**src/rtl/alu_op_sequencer_pkg.sv**
```systemverilog
// Shared definitions for the ALU control slice.
// Contents:
//   alu_op_e        ALU operation codes 0..13 (0 = no operation / illegal)
//   state_e         sequencer FSM states
//   OPC_* / FN_*    instruction opcode and R-type func encodings
//   is_multicycle   true for operations that run in the HI/LO unit
package alu_ctrl_pkg;

  typedef enum logic [3:0] {
    OP_NONE = 4'd0,
    OP_XOR  = 4'd1,
    OP_OR   = 4'd2,
    OP_AND  = 4'd3,
    OP_NOR  = 4'd4,
    OP_SLL  = 4'd5,
    OP_SRL  = 4'd6,
    OP_SLT  = 4'd7,
    OP_ADDU = 4'd8,
    OP_ADD  = 4'd9,
    OP_SUB  = 4'd10,
    OP_SUBU = 4'd11,
    OP_MULT = 4'd12,
    OP_DIV  = 4'd13
  } alu_op_e;

  typedef enum logic {
    ST_IDLE = 1'b0,
    ST_BUSY = 1'b1
  } state_e;

  // Opcodes (instruction bits [31:26])
  localparam logic [5:0] OPC_RTYPE = 6'h00;
  localparam logic [5:0] OPC_ADDI  = 6'h08;
  localparam logic [5:0] OPC_ADDIU = 6'h09;
  localparam logic [5:0] OPC_SLTI  = 6'h0A;
  localparam logic [5:0] OPC_ANDI  = 6'h0C;
  localparam logic [5:0] OPC_ORI   = 6'h0D;
  localparam logic [5:0] OPC_XORI  = 6'h0E;

  // R-type func codes (instruction bits [5:0])
  localparam logic [5:0] FN_SLL  = 6'h00;
  localparam logic [5:0] FN_SRL  = 6'h02;
  localparam logic [5:0] FN_SLLV = 6'h04;
  localparam logic [5:0] FN_SRLV = 6'h06;
  localparam logic [5:0] FN_MULT = 6'h18;
  localparam logic [5:0] FN_DIV  = 6'h1A;
  localparam logic [5:0] FN_ADD  = 6'h20;
  localparam logic [5:0] FN_ADDU = 6'h21;
  localparam logic [5:0] FN_SUB  = 6'h22;
  localparam logic [5:0] FN_SUBU = 6'h23;
  localparam logic [5:0] FN_AND  = 6'h24;
  localparam logic [5:0] FN_OR   = 6'h25;
  localparam logic [5:0] FN_XOR  = 6'h26;
  localparam logic [5:0] FN_NOR  = 6'h27;
  localparam logic [5:0] FN_SLT  = 6'h2A;

  function automatic logic is_multicycle(input alu_op_e op);
    return (op == OP_MULT) || (op == OP_DIV);
  endfunction

endpackage

```
**src/rtl/alu_op_sequencer_if.sv**
```systemverilog
// Bundle between the ID stage (master) and the ALU op sequencer (slave).
// Handshake: the master presents an instruction with valid_in=1; it is taken
// on any rising edge where stall=0 and flush=0. While stall=1 the master must
// hold valid_in/opcode/func unchanged; the instruction is not consumed.
// flush=1 drops the in-flight operation and any instruction presented with it.
// Signals:
//   valid_in, opcode, func, flush    master -> slave
//   alu_operation, op_valid, stall,
//   done, hilo_we, illegal           slave -> master
//   dbg_state                        slave -> observer, current FSM state
interface alu_op_sequencer_if #(
  parameter int OP_W = 4
);
  import alu_ctrl_pkg::*;

  logic            valid_in;
  logic [5:0]      opcode;
  logic [5:0]      func;
  logic            flush;
  logic [OP_W-1:0] alu_operation;
  logic            op_valid;
  logic            stall;
  logic            done;
  logic            hilo_we;
  logic            illegal;
  state_e          dbg_state;

  modport master (
    output valid_in, opcode, func, flush,
    input  alu_operation, op_valid, stall, done, hilo_we, illegal, dbg_state
  );

  modport slave (
    input  valid_in, opcode, func, flush,
    output alu_operation, op_valid, stall, done, hilo_we, illegal, dbg_state
  );

endinterface

```
**src/rtl/alu_op_sequencer_decode.sv**
```systemverilog
// alu_op_decode: purely combinational opcode/func -> ALU operation decoder.
// Shared with the hazard unit, so it carries no state.
// Ports:
//   opcode  in   instruction [31:26]
//   func    in   instruction [5:0]
//   op      out  decoded operation (OP_NONE when not legal)
//   legal   out  1 when the encoding is recognised
module alu_op_decode
  import alu_ctrl_pkg::*;
(
  input  logic [5:0] opcode,
  input  logic [5:0] func,
  output alu_op_e    op,
  output logic       legal
);

  always_comb begin
    op    = OP_NONE;
    legal = 1'b1;
    if (opcode == OPC_RTYPE) begin
      case (func)
        FN_SLL, FN_SLLV: op = OP_SLL;
        FN_SRL, FN_SRLV: op = OP_SRL;
        FN_XOR:          op = OP_XOR;
        FN_SUB:          op = OP_SUB;
        FN_SLT:          op = OP_SLT;
        FN_SUBU:         op = OP_SUBU;
        FN_OR:           op = OP_OR;
        FN_NOR:          op = OP_NOR;
        FN_ADDU:         op = OP_ADDU;
        FN_MULT:         op = OP_MULT;
        FN_DIV:          op = OP_DIV;
        FN_AND:          op = OP_AND;
        FN_ADD:          op = OP_ADD;
        default:         legal = 1'b0;
      endcase
    end else begin
      case (opcode)
        OPC_XORI:             op = OP_XOR;
        OPC_SLTI:             op = OP_SLT;
        OPC_ADDI, OPC_ADDIU:  op = OP_ADDU;
        OPC_ANDI:             op = OP_AND;
        OPC_ORI:              op = OP_OR;
        default:              legal = 1'b0;
      endcase
    end
  end

endmodule

```
**src/rtl/alu_op_sequencer.sv**
```systemverilog
// alu_op_sequencer: registers the decoded ALU operation and sequences
// multi-cycle MULT/DIV with a stall toward the pipeline.
// Ports:
//   clk   in  rising-edge clock
//   rst   in  synchronous active-high reset
//   bus   alu_op_sequencer_if.slave (instruction in, ALU control out)
// Parameters:
//   OP_W         width of alu_operation (>= 4)
//   MULT_CYCLES  total EX latency of MULT (>= 2)
//   DIV_CYCLES   total EX latency of DIV (>= 2)
module alu_op_sequencer
  import alu_ctrl_pkg::*;
#(
  parameter int OP_W        = 4,
  parameter int MULT_CYCLES = 4,
  parameter int DIV_CYCLES  = 32
) (
  input logic clk,
  input logic rst,
  alu_op_sequencer_if.slave bus
);

  localparam int MAX_LAT = (MULT_CYCLES > DIV_CYCLES) ? MULT_CYCLES : DIV_CYCLES;
  localparam int CNT_W   = $clog2(MAX_LAT);
  localparam logic [CNT_W-1:0] MULT_LOAD = CNT_W'(MULT_CYCLES - 1);
  localparam logic [CNT_W-1:0] DIV_LOAD  = CNT_W'(DIV_CYCLES - 1);

  state_e           state_q, state_d;
  logic [CNT_W-1:0] cnt_q, cnt_d;
  alu_op_e          op_q, op_d;
  logic             op_valid_q, op_valid_d;
  logic             illegal_q, illegal_d;

  alu_op_e dec_op;
  logic    dec_legal;

  alu_op_decode u_decode (
    .opcode (bus.opcode),
    .func   (bus.func),
    .op     (dec_op),
    .legal  (dec_legal)
  );

  logic busy, last, accept;
  // The final BUSY cycle (cnt = 0) accepts a new instruction just like IDLE,
  // which gives back-to-back issue without a bubble.
  assign busy   = (state_q == ST_BUSY);
  assign last   = busy && (cnt_q == '0);
  assign accept = bus.valid_in && !bus.flush && (!busy || last);

  // State register
  always_ff @(posedge clk) begin
    if (rst) begin
      state_q    <= ST_IDLE;
      cnt_q      <= '0;
      op_q       <= OP_NONE;
      op_valid_q <= 1'b0;
      illegal_q  <= 1'b0;
    end else begin
      state_q    <= state_d;
      cnt_q      <= cnt_d;
      op_q       <= op_d;
      op_valid_q <= op_valid_d;
      illegal_q  <= illegal_d;
    end
  end

  // Next state; defaults describe the quiet IDLE cycle, which is also the
  // flush outcome, so flush simply skips every other branch.
  always_comb begin
    state_d    = ST_IDLE;
    cnt_d      = '0;
    op_d       = OP_NONE;
    op_valid_d = 1'b0;
    illegal_d  = 1'b0;
    if (bus.flush) begin
      state_d = ST_IDLE;
    end else if (accept) begin
      if (!dec_legal) begin
        illegal_d = 1'b1;
      end else begin
        op_d       = dec_op;
        op_valid_d = 1'b1;
        if (is_multicycle(dec_op)) begin
          state_d = ST_BUSY;
          cnt_d   = (dec_op == OP_MULT) ? MULT_LOAD : DIV_LOAD;
        end
      end
    end else if (busy && !last) begin
      state_d    = ST_BUSY;
      cnt_d      = cnt_q - CNT_W'(1);
      op_d       = op_q;
      op_valid_d = 1'b1;
    end
  end

  // Outputs
  always_comb begin
    bus.alu_operation      = '0;
    bus.alu_operation[3:0] = op_q;
    bus.op_valid           = op_valid_q;
    bus.illegal            = illegal_q;
    bus.stall              = busy && (cnt_q != '0);
    // A flush or reset landing on the final cycle cancels the HI/LO write.
    bus.done               = last && !bus.flush && !rst;
    bus.hilo_we            = bus.done;
    bus.dbg_state          = state_q;
  end

endmodule

```
**src/flat_wrapper.sv**
```systemverilog
// flat-port wrapper written by rule: the top's interface ports become plain ports
module alu_op_sequencer_flat import alu_ctrl_pkg::*;
#(
  parameter int OP_W        = 4,
  parameter int MULT_CYCLES = 4,
  parameter int DIV_CYCLES  = 32
)
  (clk, rst, bus_valid_in, bus_opcode, bus_func, bus_flush, bus_alu_operation, bus_op_valid, bus_stall, bus_done, bus_hilo_we, bus_illegal, bus_dbg_state);
  alu_op_sequencer_if #(.OP_W(OP_W)) bus_i ();
  input logic clk;
  input logic rst;
  input wire logic [$bits(bus_i.valid_in)-1:0] bus_valid_in;
  input wire logic [$bits(bus_i.opcode)-1:0] bus_opcode;
  input wire logic [$bits(bus_i.func)-1:0] bus_func;
  input wire logic [$bits(bus_i.flush)-1:0] bus_flush;
  output wire logic [$bits(bus_i.alu_operation)-1:0] bus_alu_operation;
  output wire logic [$bits(bus_i.op_valid)-1:0] bus_op_valid;
  output wire logic [$bits(bus_i.stall)-1:0] bus_stall;
  output wire logic [$bits(bus_i.done)-1:0] bus_done;
  output wire logic [$bits(bus_i.hilo_we)-1:0] bus_hilo_we;
  output wire logic [$bits(bus_i.illegal)-1:0] bus_illegal;
  output wire logic [$bits(bus_i.dbg_state)-1:0] bus_dbg_state;
  assign bus_i.valid_in = bus_valid_in;
  assign bus_i.opcode = bus_opcode;
  assign bus_i.func = bus_func;
  assign bus_i.flush = bus_flush;
  assign bus_alu_operation = bus_i.alu_operation;
  assign bus_op_valid = bus_i.op_valid;
  assign bus_stall = bus_i.stall;
  assign bus_done = bus_i.done;
  assign bus_hilo_we = bus_i.hilo_we;
  assign bus_illegal = bus_i.illegal;
  assign bus_dbg_state = bus_i.dbg_state;
  alu_op_sequencer #(.OP_W(OP_W), .MULT_CYCLES(MULT_CYCLES), .DIV_CYCLES(DIV_CYCLES)) u_core (.clk(clk), .rst(rst), .bus(bus_i));
endmodule
```
**config.mk**
```make
export PLATFORM = sky130hd
export DESIGN_NAME = alu_op_sequencer_flat
export DESIGN_NICKNAME = d
export VERILOG_FILES = /design/src/rtl/alu_op_sequencer_pkg.sv /design/src/rtl/alu_op_sequencer_if.sv /design/src/rtl/alu_op_sequencer_decode.sv /design/src/rtl/alu_op_sequencer.sv /design/src/flat_wrapper.sv
export SDC_FILE = /design/constraint.sdc
export NUM_CORES = 1
export LEC_CHECK = 0
export ABC_AREA = 1
export CAP_MARGIN = 5
export CORE_MARGIN = 10
export CORE_UTILIZATION = 45
export DETAILED_ROUTE_END_ITERATION = 8
export PLACE_DENSITY = 0.84
export SLEW_MARGIN = 10
export SYNTH_ARGS = -nofsm -noshare
export SYNTH_HDL_FRONTEND = slang
export SYNTH_SLANG_ARGS = --single-unit
```
**constraint.sdc**
```tcl
create_clock -name clk -period 1.55 [get_ports clk]
set_input_delay 0.155 -clock clk [delete_from_list [all_inputs] [get_ports clk]]
set_output_delay 0.155 -clock clk [all_outputs]
set_load 0.1 [all_outputs]
```
# ---- After elaboration in Yosys (flattened, before gate mapping)
# Cells that the tools add are included.
dict set report word_totals {
  register_bits 12
  inputBits 16
  out_inout_bits 10
  word_cells 75
}
dict set report classes {
  addsub 1
  eq_ne 23
  muxes 21
  bitwise_logic 1
  n_reduce_logical 24
}
# operator count
set op_table {}
lappend op_table {{equality test 6 bit (second input constant)} 9}
lappend op_table {{one-hot mux 4 bit (13 select lines)} 1}
lappend op_table {{equality test 6 x 4 -> 1 bit (second input constant)} 6}
lappend op_table {{two-way mux 5 bit} 5}
lappend op_table {{one-hot mux 4 bit (5 select lines)} 1}
lappend op_table {{two-way mux 4 bit} 4}
lappend op_table {{OR reduction 15 bit} 1}
lappend op_table {{equality test 6 x 3 -> 1 bit (second input constant)} 2}
lappend op_table {{equality test 6 x 5 -> 1 bit (second input constant)} 2}
lappend op_table {{logical NOT 6 bit} 2}
lappend op_table {{two-way mux 1 bit} 10}
lappend op_table {{equality test 4 bit (second input constant)} 2}
lappend op_table {{OR reduction 2 bit} 4}
lappend op_table {{logical AND 1 bit} 7}
lappend op_table {{equality test 6 x 2 -> 1 bit (second input constant)} 1}
lappend op_table {{OR reduction 6 bit} 1}
lappend op_table {{logical NOT 5 bit} 1}
lappend op_table {{nonzero test 5 bit} 1}
lappend op_table {{subtractor 5 x 1 -> 5 bit (second input constant)} 1}
lappend op_table {{logical NOT 1 bit} 4}
lappend op_table {{OR reduction 3 bit} 1}
lappend op_table {{logical OR 1 bit} 2}
lappend op_table {{!= test 2 x 1 -> 1 bit (second input constant)} 1}
lappend op_table {{NOT 1 bit} 1}

# ---- Logic depth before layout (Yosys ltp)
dict set report depth {
  ltp_word 9
  ltp_mapped 12
  ltp_nobuf 12
}

# ---- Modules after synthesis
# A second synthesis with hierarchy kept.
dict set report hier_totals {
  cells_unflattened 149
  hier_area_um2 924.6
}
# module n_inst cells_per_inst area_each_um2 seq_area_each_um2
set modules_own_cells {}
lappend modules_own_cells {alu_op_sequencer 1 81 588.1 240.2}
lappend modules_own_cells {alu_op_decode 1 68 336.6 0.0}

# ---- Least setup slack after synthesis
# No wires, ideal clock.
dict set report synth_path {
  kind {register to output}
  start {reg u_core.state_q, in the netlist u_core.bus.dbg_state}
  end {out bus_hilo_we}
  arrival_ps 3855
  required_ps 1395
  setup_slack_ps -2460
  path_stages_with_launch 4
  n_path_buf 1
  path_cell_list {dfxtp_1 > inv_1 > nor3_1 > buf_4}
}
dict set report synth_via {
  elab_chain_len 3
}
# element line
set synth_rtl {}
lappend synth_rtl {{from (decl)} alu_op_sequencer.sv:28} ;# state_e state_q, state_d;
lappend synth_rtl {{from (signal assigned)} alu_op_sequencer.sv:60} ;# state_q <= state_d;
lappend synth_rtl {{logical AND 1 bit} alu_op_sequencer.sv:48} ;# assign last = busy && (cnt_q == '0);
lappend synth_rtl {{logical AND 1 bit (2 in series)} alu_op_sequencer.sv:105} ;# bus.done = last && !bus.flush && !rst;
lappend synth_rtl {{to (decl)} flat_wrapper.sv:20} ;# output wire logic [$bits(bus_i.hilo_we)-1:0] bus_hilo_we;
# No other way between the ends.

# ---- Worst setup path after layout
dict set report layout_path {
  start {reg u_core.cnt_q[0]}
  end {out bus_stall}
}
dict set report layout_via {
  elab_chain_len 2
}
# element line
set layout_rtl {}
lappend layout_rtl {{from (decl)} alu_op_sequencer.sv:29} ;# logic [CNT_W-1:0] cnt_q, cnt_d;
lappend layout_rtl {{from (signal assigned)} alu_op_sequencer.sv:61} ;# cnt_q <= cnt_d;
lappend layout_rtl {{nonzero test 5 bit} alu_op_sequencer.sv:103} ;# bus.stall = busy && (cnt_q != '0);
lappend layout_rtl {{logical AND 1 bit} alu_op_sequencer.sv:103}
lappend layout_rtl {{to (decl)} flat_wrapper.sv:18} ;# output wire logic [$bits(bus_i.stall)-1:0] bus_stall;
# No other way between the ends.

==> run metrics <==
register area=about 250 um^2; highest achievable clock rate=0.569 GHz; dpl hpwl=roughly 2300 um; Hold Path Class=flop to flop; Slew @ Worst Pin=302 ps; cts bufs inserted=3; Yosys Warn Count=0; Worst slew margin=about four fifths; Detail Route Antenna Nets=0; Slew Limit Fails=0; core footprint=slightly below 0.002 mm^2; antenna fix cells=0; gr usage total=between 10% and 20%; first-pass GRT wire length=approximately 4800 um; DRC=0; Final Hold Viols=0; Worst setup SP type=flop; Final WS setup=-208 ps; Routed WL=between 3000 and 4000 um; Crit Path Max Fanout=3; GP Congestion=roughly 0.82; metal2 WL=1740 um; largest net degree at the start of global routing=11; CTS tree=done; Worst-Skew Late Latency=about 270 ps; share of cells above drive strength 1=about 37%; final net count=roughly 220; Worst R2R Setup Slack=-170 ps; Row Count=16; final setup fails=13; drt pass-1 iters=4; Worst Setup SP=u_core.cnt_q[0]$_SDFF_PP0_; synthesized area=approximately 930 um^2; r2r startpoint=u_core.cnt_q[0]$_SDFF_PP0_; failing checks=negative setup slack; leakage dissipation=approximately 0.72 nW; top sig layer=met4; Hold Slack=approximately 510 ps; Cell variety after synth=23; CP Data Required Time=about 1400 ps; RSZ-0062 raised after global routing=true; Starting Density=a little under half; via/cell ratio=between 5 and 6; total gr overflow=0; Yosys reg bits=12; Filler cells=around 120; sequential-to-total area share from yosys stat=between 20 and 30%; Setup crit end kind=output pin; Die Y=roughly 65 um; Root Driver=clkbuf_4; cell count of the worst reg-to-reg path=10; Worst EP arrival=around 1600 ps; multi-input gate area in the final layout=between 600 and 700 um^2; Final Cycle Share=113%; mean routed wirelength per cell=approximately 15 um; detailed router's first-iteration violation count=51; kind of critical path=flop to output pin; I/O Buffers=25; Syn-to-layout area delta=70.7%; Synth Instances=about 150; min Tclk post-route=1760 ps; clock tree sinks=12; hold_buf cts=0; DR vias=about 1200; Chip Width=65.5 um; Net Count, Synth=168; I/O Pins=26; Reg clk slew, reported paths=80 ps; die area=approximately 0.0043 mm^2; status=finished, violations left; Peak VDD IR=about 480 uV; Max Cap Violations=0; CTS Buffer Depth=2; critical path endpoint=bus_stall; vias in the first global route=1127; Met3 Wirelength=217 um; total power=between 700 and 800 uW; H-tree depth=1; Critical R2R Capture=u_core.cnt_q[1]$_SDFF_PP0_; Synth Area per Inst=roughly 6 um^2; Power Density=around 460 mW/mm^2; Clock Skews=8.04 ps; metal1 wirelength=between 1000 and 1500 um; initial antenna violation count=0
## per-stage QoR
stage | util (%) | setup TNS, ps | setup WS (ps) | instances | instance area (um^2)
finish | 81.0 | -1490 | -208 | 224 | 1590
global placement | 73.0 | -654 | -130 | 214 | 1430
detailed placement | 73.0 | -1260 | -207 | 214 | 1430
global route | 81.0 | -2270 | -254 | 224 | 1590
floorplan | - | -1540 | -466 | 151 | 975
CTS | 77.3 | -513 | -156 | 221 | 1520
## cells in the mapped netlist (all sizes together)
library cell  number  area share, %
nand3             20             11
nor3               6            5.0
o21ai              4            2.2
clkbuf             1           0.40
inv               23            9.3
and3               1           0.67
dfxtp             12             26
buf                1           0.81
nor2              28             15
nand2             38             19
a21oi             11            5.9
ha                 1            1.3
or2                4            2.7
nand4              1           0.67
## how the worst min path moves through the flow
stage | from | to | slack (ps) | depth (start not counted)
2_1_floorplan | bus_flush | u_core.bus.alu_operation[3]$_SDFFE_PP0P_ | 330 | 3
3_3_place_gp | u_core.bus.alu_operation[0]$_SDFFE_PP0P_ | u_core.bus.alu_operation[0]$_SDFFE_PP0P_ | 500 | 2
3_5_place_dp | u_core.bus.alu_operation[1]$_SDFFE_PP0P_ | u_core.bus.alu_operation[1]$_SDFFE_PP0P_ | 500 | 2
4_1_cts | u_core.bus.alu_operation[0]$_SDFFE_PP0P_ | u_core.bus.alu_operation[0]$_SDFFE_PP0P_ | 510 | 2
5_1_grt | u_core.bus.alu_operation[0]$_SDFFE_PP0P_ | u_core.bus.alu_operation[0]$_SDFFE_PP0P_ | 550 | 2
6_report | u_core.bus.alu_operation[0]$_SDFFE_PP0P_ | u_core.bus.alu_operation[0]$_SDFFE_PP0P_ | 510 | 2
## where the power goes
group / total [mW] / internal, mW / switching (mW)
logic: 0.180 / 0.0822 / 0.0976
registers: 0.309 / 0.308 / 0.00128
clock network: 0.249 / 0.142 / 0.107
total: 0.738 / 0.532 / 0.206
## layout make-up
cell class	count	share of cell area (%)
clock buffers	4	2.28
inverters	23	5.67
multi-input cells	114	43.0
flip-flops and latches	12	15.4
well taps	27	2.13
repair buffers	44	31.5
## what timing repair did
item,CTS,global route
setup endpoints to repair,9,12
hold endpoints to repair,0,0
gates cloned,0,0
buffers inserted,3,3
pin swaps,0,2
gates resized for setup,6,12
## registers in the layout, indices dropped and copies added (netlist names)
signal                    flops
u_core.cnt_q                  5
u_core.bus.alu_operation      4
u_core.bus.dbg_state          1
u_core.bus.illegal            1
u_core.bus.op_valid           1
## layout by cell type (no fill, tap or decap)
cell and count:
a21oi_2 6, nand3_1 17, nand2_4 3, inv_1 16, and3_1 1, nand4_1 1
clkinvlp_4 1, nor3_2 1, clkdlybuf4s50_1 15, dfxtp_1 10, nand3_2 1, a21oi_1 5
or2_2 4, nand2_1 32, ha_4 1, dfxtp_4 1, inv_2 6, nor3_1 2
clkbuf_4 3, dfxtp_2 1, clkbuf_8 1, nor2_1 21, nor2_4 3, buf_12 10
buf_4 17, buf_6 2, nor3_4 3, o21ai_0 4, nor2_8 1, nor2_2 3
nand3_4 2, nand2_2 3
## metal layers
metal,up-vias,global-route usage (%)
met5,-,0
met4,0,6.15
met3,10,2.54
met2,58,26.7
met1,535,13.1
li1,569,-
## kinds of logic (layout without fill, tap and decap cells)
| group | count (synthesis) | count (layout) | share of synthesized area, % |
|---|---|---|---|
| AND/OR/NAND/NOR | 98 | 98 | 54.3 |
| buffers and inverters | 25 | 71 | 10.5 |
| AO/OA/AOI/OAI | 15 | 15 | 8.06 |
| flip-flops | 12 | 12 | 25.8 |
| adder cells (fa/ha/maj) | 1 | 1 | 1.34 |
## worst max-delay path: stages (launching register included)
cell and delay [ps]:
dfxtp_1 330, inv_2 90, ha_4 140, inv_2 50, nor3_4 150, nand2_2 120, nand2_4 120, clkinvlp_4 140
buf_12 190
(Power assumes the default switching activity.)
